--- src/rtl/sync_debounce_edge.sv ---
// Multi-channel input conditioner: per-channel metastability chain, debounce
// filter and registered rise/fall edge pulses in the sysclk domain.
module sync_debounce_edge #(
    parameter int unsigned      WIDTH           = 4,
    parameter int unsigned      STAGES          = 2,
    parameter int unsigned      DEBOUNCE_CYCLES = 16,
    parameter logic [WIDTH-1:0] RESET_VAL       = '0
) (
    input  logic             sysclk,
    input  logic             reset_n,
    input  logic [WIDTH-1:0] async_in,
    input  logic             tick_en,
    output logic [WIDTH-1:0] sync_out,
    output logic [WIDTH-1:0] level_out,
    output logic [WIDTH-1:0] rise_pulse,
    output logic [WIDTH-1:0] fall_pulse,
    output logic             any_change
);

    localparam int CNT_W = ($clog2(DEBOUNCE_CYCLES) < 1) ? 1 : $clog2(DEBOUNCE_CYCLES);
    localparam logic [CNT_W-1:0] CNT_MAX = CNT_W'(DEBOUNCE_CYCLES - 1);

    generate
        if (STAGES < 2) begin : g_bad_stages
            $error("sync_debounce_edge: STAGES must be at least 2");
        end
        if (DEBOUNCE_CYCLES < 1) begin : g_bad_debounce
            $error("sync_debounce_edge: DEBOUNCE_CYCLES must be at least 1");
        end
    endgenerate

    logic [WIDTH-1:0] sync_q [STAGES];
    logic [CNT_W-1:0] cnt     [WIDTH];
    logic [CNT_W-1:0] cnt_nxt [WIDTH];
    logic [WIDTH-1:0] level_nxt;
    logic [WIDTH-1:0] rise_nxt;
    logic [WIDTH-1:0] fall_nxt;

    assign sync_out = sync_q[STAGES-1];

    always_ff @(posedge sysclk or negedge reset_n) begin
        if (!reset_n) begin
            for (int unsigned i = 0; i < STAGES; i++) begin
                sync_q[i] <= RESET_VAL;
            end
        end else begin
            sync_q[0] <= async_in;
            for (int unsigned i = 1; i < STAGES; i++) begin
                sync_q[i] <= sync_q[i-1];
            end
        end
    end

    // A stalled tick holds the count; only agreement with level_out clears it.
    always_comb begin
        level_nxt = level_out;
        rise_nxt  = '0;
        fall_nxt  = '0;
        cnt_nxt   = cnt;
        for (int unsigned c = 0; c < WIDTH; c++) begin
            if (sync_out[c] == level_out[c]) begin
                cnt_nxt[c] = '0;
            end else if (tick_en) begin
                if (cnt[c] == CNT_MAX) begin
                    level_nxt[c] = sync_out[c];
                    cnt_nxt[c]   = '0;
                    rise_nxt[c]  = sync_out[c];
                    fall_nxt[c]  = ~sync_out[c];
                end else begin
                    cnt_nxt[c] = cnt[c] + 1'b1;
                end
            end
        end
    end

    always_ff @(posedge sysclk or negedge reset_n) begin
        if (!reset_n) begin
            level_out  <= RESET_VAL;
            rise_pulse <= '0;
            fall_pulse <= '0;
            any_change <= 1'b0;
            for (int unsigned c = 0; c < WIDTH; c++) begin
                cnt[c] <= '0;
            end
        end else begin
            level_out  <= level_nxt;
            rise_pulse <= rise_nxt;
            fall_pulse <= fall_nxt;
            any_change <= |(rise_nxt | fall_nxt);
            cnt        <= cnt_nxt;
        end
    end

endmodule

--- config.mk ---
export PLATFORM = sky130hd
export DESIGN_NAME = sync_debounce_edge
export DESIGN_NICKNAME = d
export VERILOG_FILES = /design/src/rtl/sync_debounce_edge.sv
export SDC_FILE = /design/constraint.sdc
export NUM_CORES = 1
export LEC_CHECK = 0
export BUFFER_PORTS_ARGS = -buffer_cell sky130_fd_sc_hd__buf_2
export CAP_MARGIN = 20
export CORE_UTILIZATION = 50
export CTS_BUF_LIST = sky130_fd_sc_hd__clkbuf_16
export CTS_CLUSTER_DIAMETER = 30
export DETAILED_ROUTE_END_ITERATION = 8
export HOLD_SLACK_MARGIN = 0.1
export PLACE_DENSITY = 0.74
export SYNTH_ARGS = -nofsm -noshare
export SYNTH_HDL_FRONTEND = slang
export SYNTH_SLANG_ARGS = --single-unit
--- constraint.sdc ---
create_clock -name sysclk -period 2.8 [get_ports sysclk]
set_clock_uncertainty 0.15 [all_clocks]
set_input_delay 0.28 -clock sysclk [delete_from_list [all_inputs] [get_ports sysclk]]
set_output_delay 0.28 -clock sysclk [all_outputs]
set_load 0.01 [all_outputs]
Yosys cells after proc, flatten, opt, wreduce, memory -nomap -nowiden
Index checks and enable logic that the tools add are counted.
{"block": "totals", "ff_bits": 37, "input_bits": 7, "word_cells": 79}
{"block": "classes", "add_sub_neg": 4, "n_eq_ne": 8, "mux": 36, "n_bitwise": 9, "reduce_logical": 9}
{"cell": "2-to-1 mux 4 bit", "count": 12}
{"cell": "2-to-1 mux 1 bit", "count": 24}
{"cell": "adder 4 x 1 -> 4 bit (second input constant)", "count": 4}
{"cell": "equality test 4 bit (second input constant)", "count": 4}
{"cell": "AND reduction 3 bit", "count": 4}
{"cell": "inverter 1 bit", "count": 8}
{"cell": "nonzero test 2 bit", "count": 4}
{"cell": "equality test 1 bit", "count": 4}
{"cell": "bitwise OR 4 bit", "count": 1}
{"cell": "OR reduction 4 bit", "count": 1}

Depth between registers and ports, before layout
{"block": "logic_depth", "word_depth": 6, "mapped_depth": 5, "depth_no_buf": 4}

Worst setup path before layout
Ideal clock, no wire load.
{"block": "synth_path", "path_type": "register to register", "from": "register level_out[2]", "to": "register any_change", "setup_time_ns": 0.139, "arrival_ns": 1.296, "required_ns": 2.511, "slack_ns": 1.216, "stages_incl_launch_ff": 4, "cell_sequence": "dfrtp_1 xnor2_2 nor3_2 or4_1"}
{"block": "synth_via", "elab_chain_len": 4, "elab_cells_between_ends": 5}
{"item": "start, declared", "line_no": "14", "rtl": "output logic [WIDTH-1:0] level_out,"}
{"item": "start signal, assigned", "line_no": "86", "rtl": "level_out <= level_nxt;"}
{"item": "equality test 1 bit (*)", "line_no": "61", "rtl": "if (sync_out[c] == level_out[c]) begin"}
{"item": "2-to-1 mux 1 bit", "line_no": "61"}
{"item": "bitwise OR 4 bit (*)", "line_no": "89", "rtl": "any_change <= |(rise_nxt | fall_nxt);"}
{"item": "OR reduction 4 bit (*)", "line_no": "89"}
{"item": "end signal, assigned", "line_no": "89"}
{"item": "end, declared", "line_no": "17", "rtl": "output logic any_change"}
Every way passes the cells marked *; elsewhere a longest branch is shown, timed or not.
A chain may end at the register's enable or synchronous reset.

Worst setup path after layout
{"block": "layout_path", "from": "register cnt[8] (netlist bit)", "to": "register any_change"}
{"block": "layout_via", "elab_chain_len": 6, "elab_cells_between_ends": 9}
{"item": "start, declared", "line_no": "33", "rtl": "logic [CNT_W-1:0] cnt [WIDTH];"}
{"item": "start signal, assigned", "line_no": "90", "rtl": "cnt <= cnt_nxt;"}
{"item": "equality test 4 bit (*)", "line_no": "64", "rtl": "if (cnt[c] == CNT_MAX) begin"}
{"item": "2-to-1 mux 1 bit", "line_no": "64"}
{"item": "2-to-1 mux 1 bit", "line_no": "63", "rtl": "end else if (tick_en) begin"}
{"item": "2-to-1 mux 1 bit", "line_no": "61"}
{"item": "bitwise OR 4 bit (*)", "line_no": "89"}
{"item": "OR reduction 4 bit (*)", "line_no": "89"}
Marks and branches as above.

==> results.md <==
- Outcome: finished, violations left
- Failing checks: design-rule violations
- Initial antenna violation count: 0
- Most numerous cell in the Yosys netlist: dfrtp_1
- DRC: 1
- Drt pass-1 iters: 9
- Die height: 57.50 microns
- Simple-gate share of the synthesized area: 15.84%
- Clk_lat worst skew: 0.28 ns
- Pwr/cell area: 667.9 nW/um^2
- Worst Path Required: 2.80 ns
- First-pass GRT wire length: 4.381 mm
- Max_slew headroom: 47.34%
- Largest cells by area after synthesis: dfrtp_1, mux2i_1, nor2_1
- Synth Register Bits: 37
- Drt wl/cell: 14.07 microns
- Maximum vdd drop: 495.6 uV
- Via/cell ratio: 5.638
- Largest net degree at the start of global routing: 38
- Initial DRC Count: 35
- Post-synthesis adder-cell area fraction: 3.249%
- Compound-cell area share of the yosys netlist: 5.118%
- Post-synthesis cell type count: 28
- Hold Fails Final Rpt: 0
- Critical Path AT: 1.69 ns
- Setup crit start kind: flop
- PostCTS Resize Cnt: 0
- Total GRT Usage: 18.59%
- Port buffer count: 23
- Period utilization: 60.20%
- Post-synth top area share: 60.11%
- Filler instances: 222
- Vias in the first global route: 1004
- # clock sinks: 37
- Xor and xnor area share after synthesis: 6.011%
- Final Wtd Congestion: 0.7859
- Core box area: 2829 sq um
- Register clock-pin slew on the reported worst setup and hold paths: 0.05 ns
- Hold slack: 0.1983 ns
- Achievable frequency: 593.3 MHz
- DP HPWL: 1.819 mm
- RSZ-0062 raised after global routing: false
- WS Path Type: reg -> reg
- Syn_nets: 139
- Crit path capture type: flop
- Predominant post-synthesis flop cell: dfrtp_1
- Ys Warns: 0
- Mapped Avg Cell Area: 12.03 sq um
- Synth top cells by count: dfrtp_1, nor2_1, a21oi_1, nand2_1
- GRT overflow: 0
- Placement Rows: 19
- Worst path slowest cell: or4_1
- Crit Path Max Fanout: 5
- Initial core utilization: 54.44%
- Clock root buffer: clkbuf_16
- Min-Delay Path Class: reg -> reg
- Die area: 3306 sq um
- Measured slew at the worst slew-check pin: 0.7900 ns
- Area Overhead vs Synth: 20.96%
- Die W: 57.50 microns
- Max-cap violations: 0
- Fraction of synthesized area in multiplexers: 6.824%
- Clock Tree Buf Depth: 2
- Post-synth ARST share: 100.0%
- Final slew viol count: 0
- EDFF count, synth: 0
- Routed vias: 1060
- Synthesized cell area: 1540 sq um
- Yosys top cell by area: dfrtp_1
- Detailed-route wire length: 2.645 mm
- Layout cell share with drive strength beyond 1: 23.57%
- Fin nets: 167
- LEAKAGE: 0.9154 nW
- Io pins: 24
- Worst-path cell chain: ha_1, nand4_1, nor2_1, or4_1
- Syn Inst Count: 128
- CTS tree: built
- Htree depth: 2
- Setup_tns: 0 ns
- Largest stage delay, worst path: 0.50 ns
- Antenna diode count: 0
- Setup violators final: 0
- Routed Antenna Nets: 0
- Share of the yosys chip area belonging to registers: 60.11%
- CTS buffer count: 5
- Min cycle time layout: 1.685 ns
- Largest family of logic cells by synthesized area: simple AND/OR/NAND/NOR gates
==> cell usage in the layout (no fill, tap or decap), types with 4 or more instances in the layout <==
cell            n
buf_2          23
nand3_1         5
a21oi_1         7
nor3_1          6
xor2_1          4
nor2_1         16
mux2i_1         6
ha_1            4
nand2_1         7
dlygate4sd3_1   5
dfrtp_1        37
clkbuf_16       5
==> power by group <==
group          switching, mW  internal, mW
Combinational         0.0365        0.0279
Sequential            0.0170         0.551
Clock                  0.199         0.413
Total                  0.253         0.992
==> kinds of logic (layout without fill, tap and decap cells) <==
family,Yosys count,after routing
and+or+nand+nor,49,49
buffers and inverters,7,36
AOI/OAI and AO/OA,13,13
muxes,10,10
adders and majority gates,4,4
DFF,37,37
xor gates and xnor gates,8,8
==> cell type report <==
cell class	count	area [sq um]	area share (%)
Sequential cell	37	925.9	49.70
Multi-Input combinational cell	84	570.5	30.62
Timing Repair Buffer	28	165.2	8.865
Clock buffer	5	125.1	6.716
Tap cell	31	38.79	2.082
Clock inverter	3	37.54	2.015
==> sequential cells by signal, indices dropped and copies added, names as in the netlist <==
register and cells:
cnt 16, fall_pulse 4, level_out 4, rise_pulse 4, sync_out 4, sync_q 4, any_change 1
==> metrics by stage <==
step	instances	total power, mW	utilization, %	cell area, sq um	worst slack [ns]
2_1_floorplan	128	0.6143	-	1540	1.216
3_3_place_gp	175	0.6314	58.34	1650	1.131
3_5_place_dp	175	0.6370	58.34	1650	1.086
4_1_cts	188	1.259	65.86	1863	1.117
5_1_grt	188	1.293	65.86	1863	1.010
6_report	188	1.244	65.86	1863	1.115
==> routing by layer <==
layer | wire (microns) | global-route usage [%] | vias to the layer above
met4 | 54 | 9.059 | 0
met5 | 0 | 0 | -
met2 | 1343 | 29.07 | 37
met3 | 157 | 9.070 | 7
li1 | - | - | 505
met1 | 1090 | 21.31 | 511
==> worst max-delay path, delay by kind of cell, from the launching register on <==
| kind | cells | cell delay [ns] |
|---|---|---|
| flip-flops | 1 | 0.41 |
| adder cells (fa/ha/maj) | 1 | 0.25 |
| AND/OR/NAND/NOR | 3 | 0.74 |
==> worst paths after layout <==
kind / from / to / slack, ns / cells past startpoint
max: cnt[8]$_DFFE_PN0P_ / any_change$_DFF_PN0_ / 1.11 / 4
min: sync_q[7]$_DFF_PN0_ / sync_out[3]$_DFF_PN0_ / 0.20 / 0
max reg2reg: cnt[8]$_DFFE_PN0P_ / any_change$_DFF_PN0_ / 1.11 / 4
min reg2reg: sync_q[7]$_DFF_PN0_ / sync_out[3]$_DFF_PN0_ / 0.20 / 0
max in group asynchronous: reset_n / sync_out[0]$_DFF_PN0_ / 1.53 / 2
min in group asynchronous: reset_n / cnt[7]$_DFFE_PN0P_ / 0.47 / 2
==> what timing repair did <==
| action | in CTS | in global routing |
|---|---|---|
| endpoints found under the hold margin | 41 | 0 |
| endpoints found under the setup margin | 0 | 0 |
| setup buffers | 0 | 0 |
| hold buffers | 5 | 0 |
Note: power is estimated with default switching activity, not from simulation.
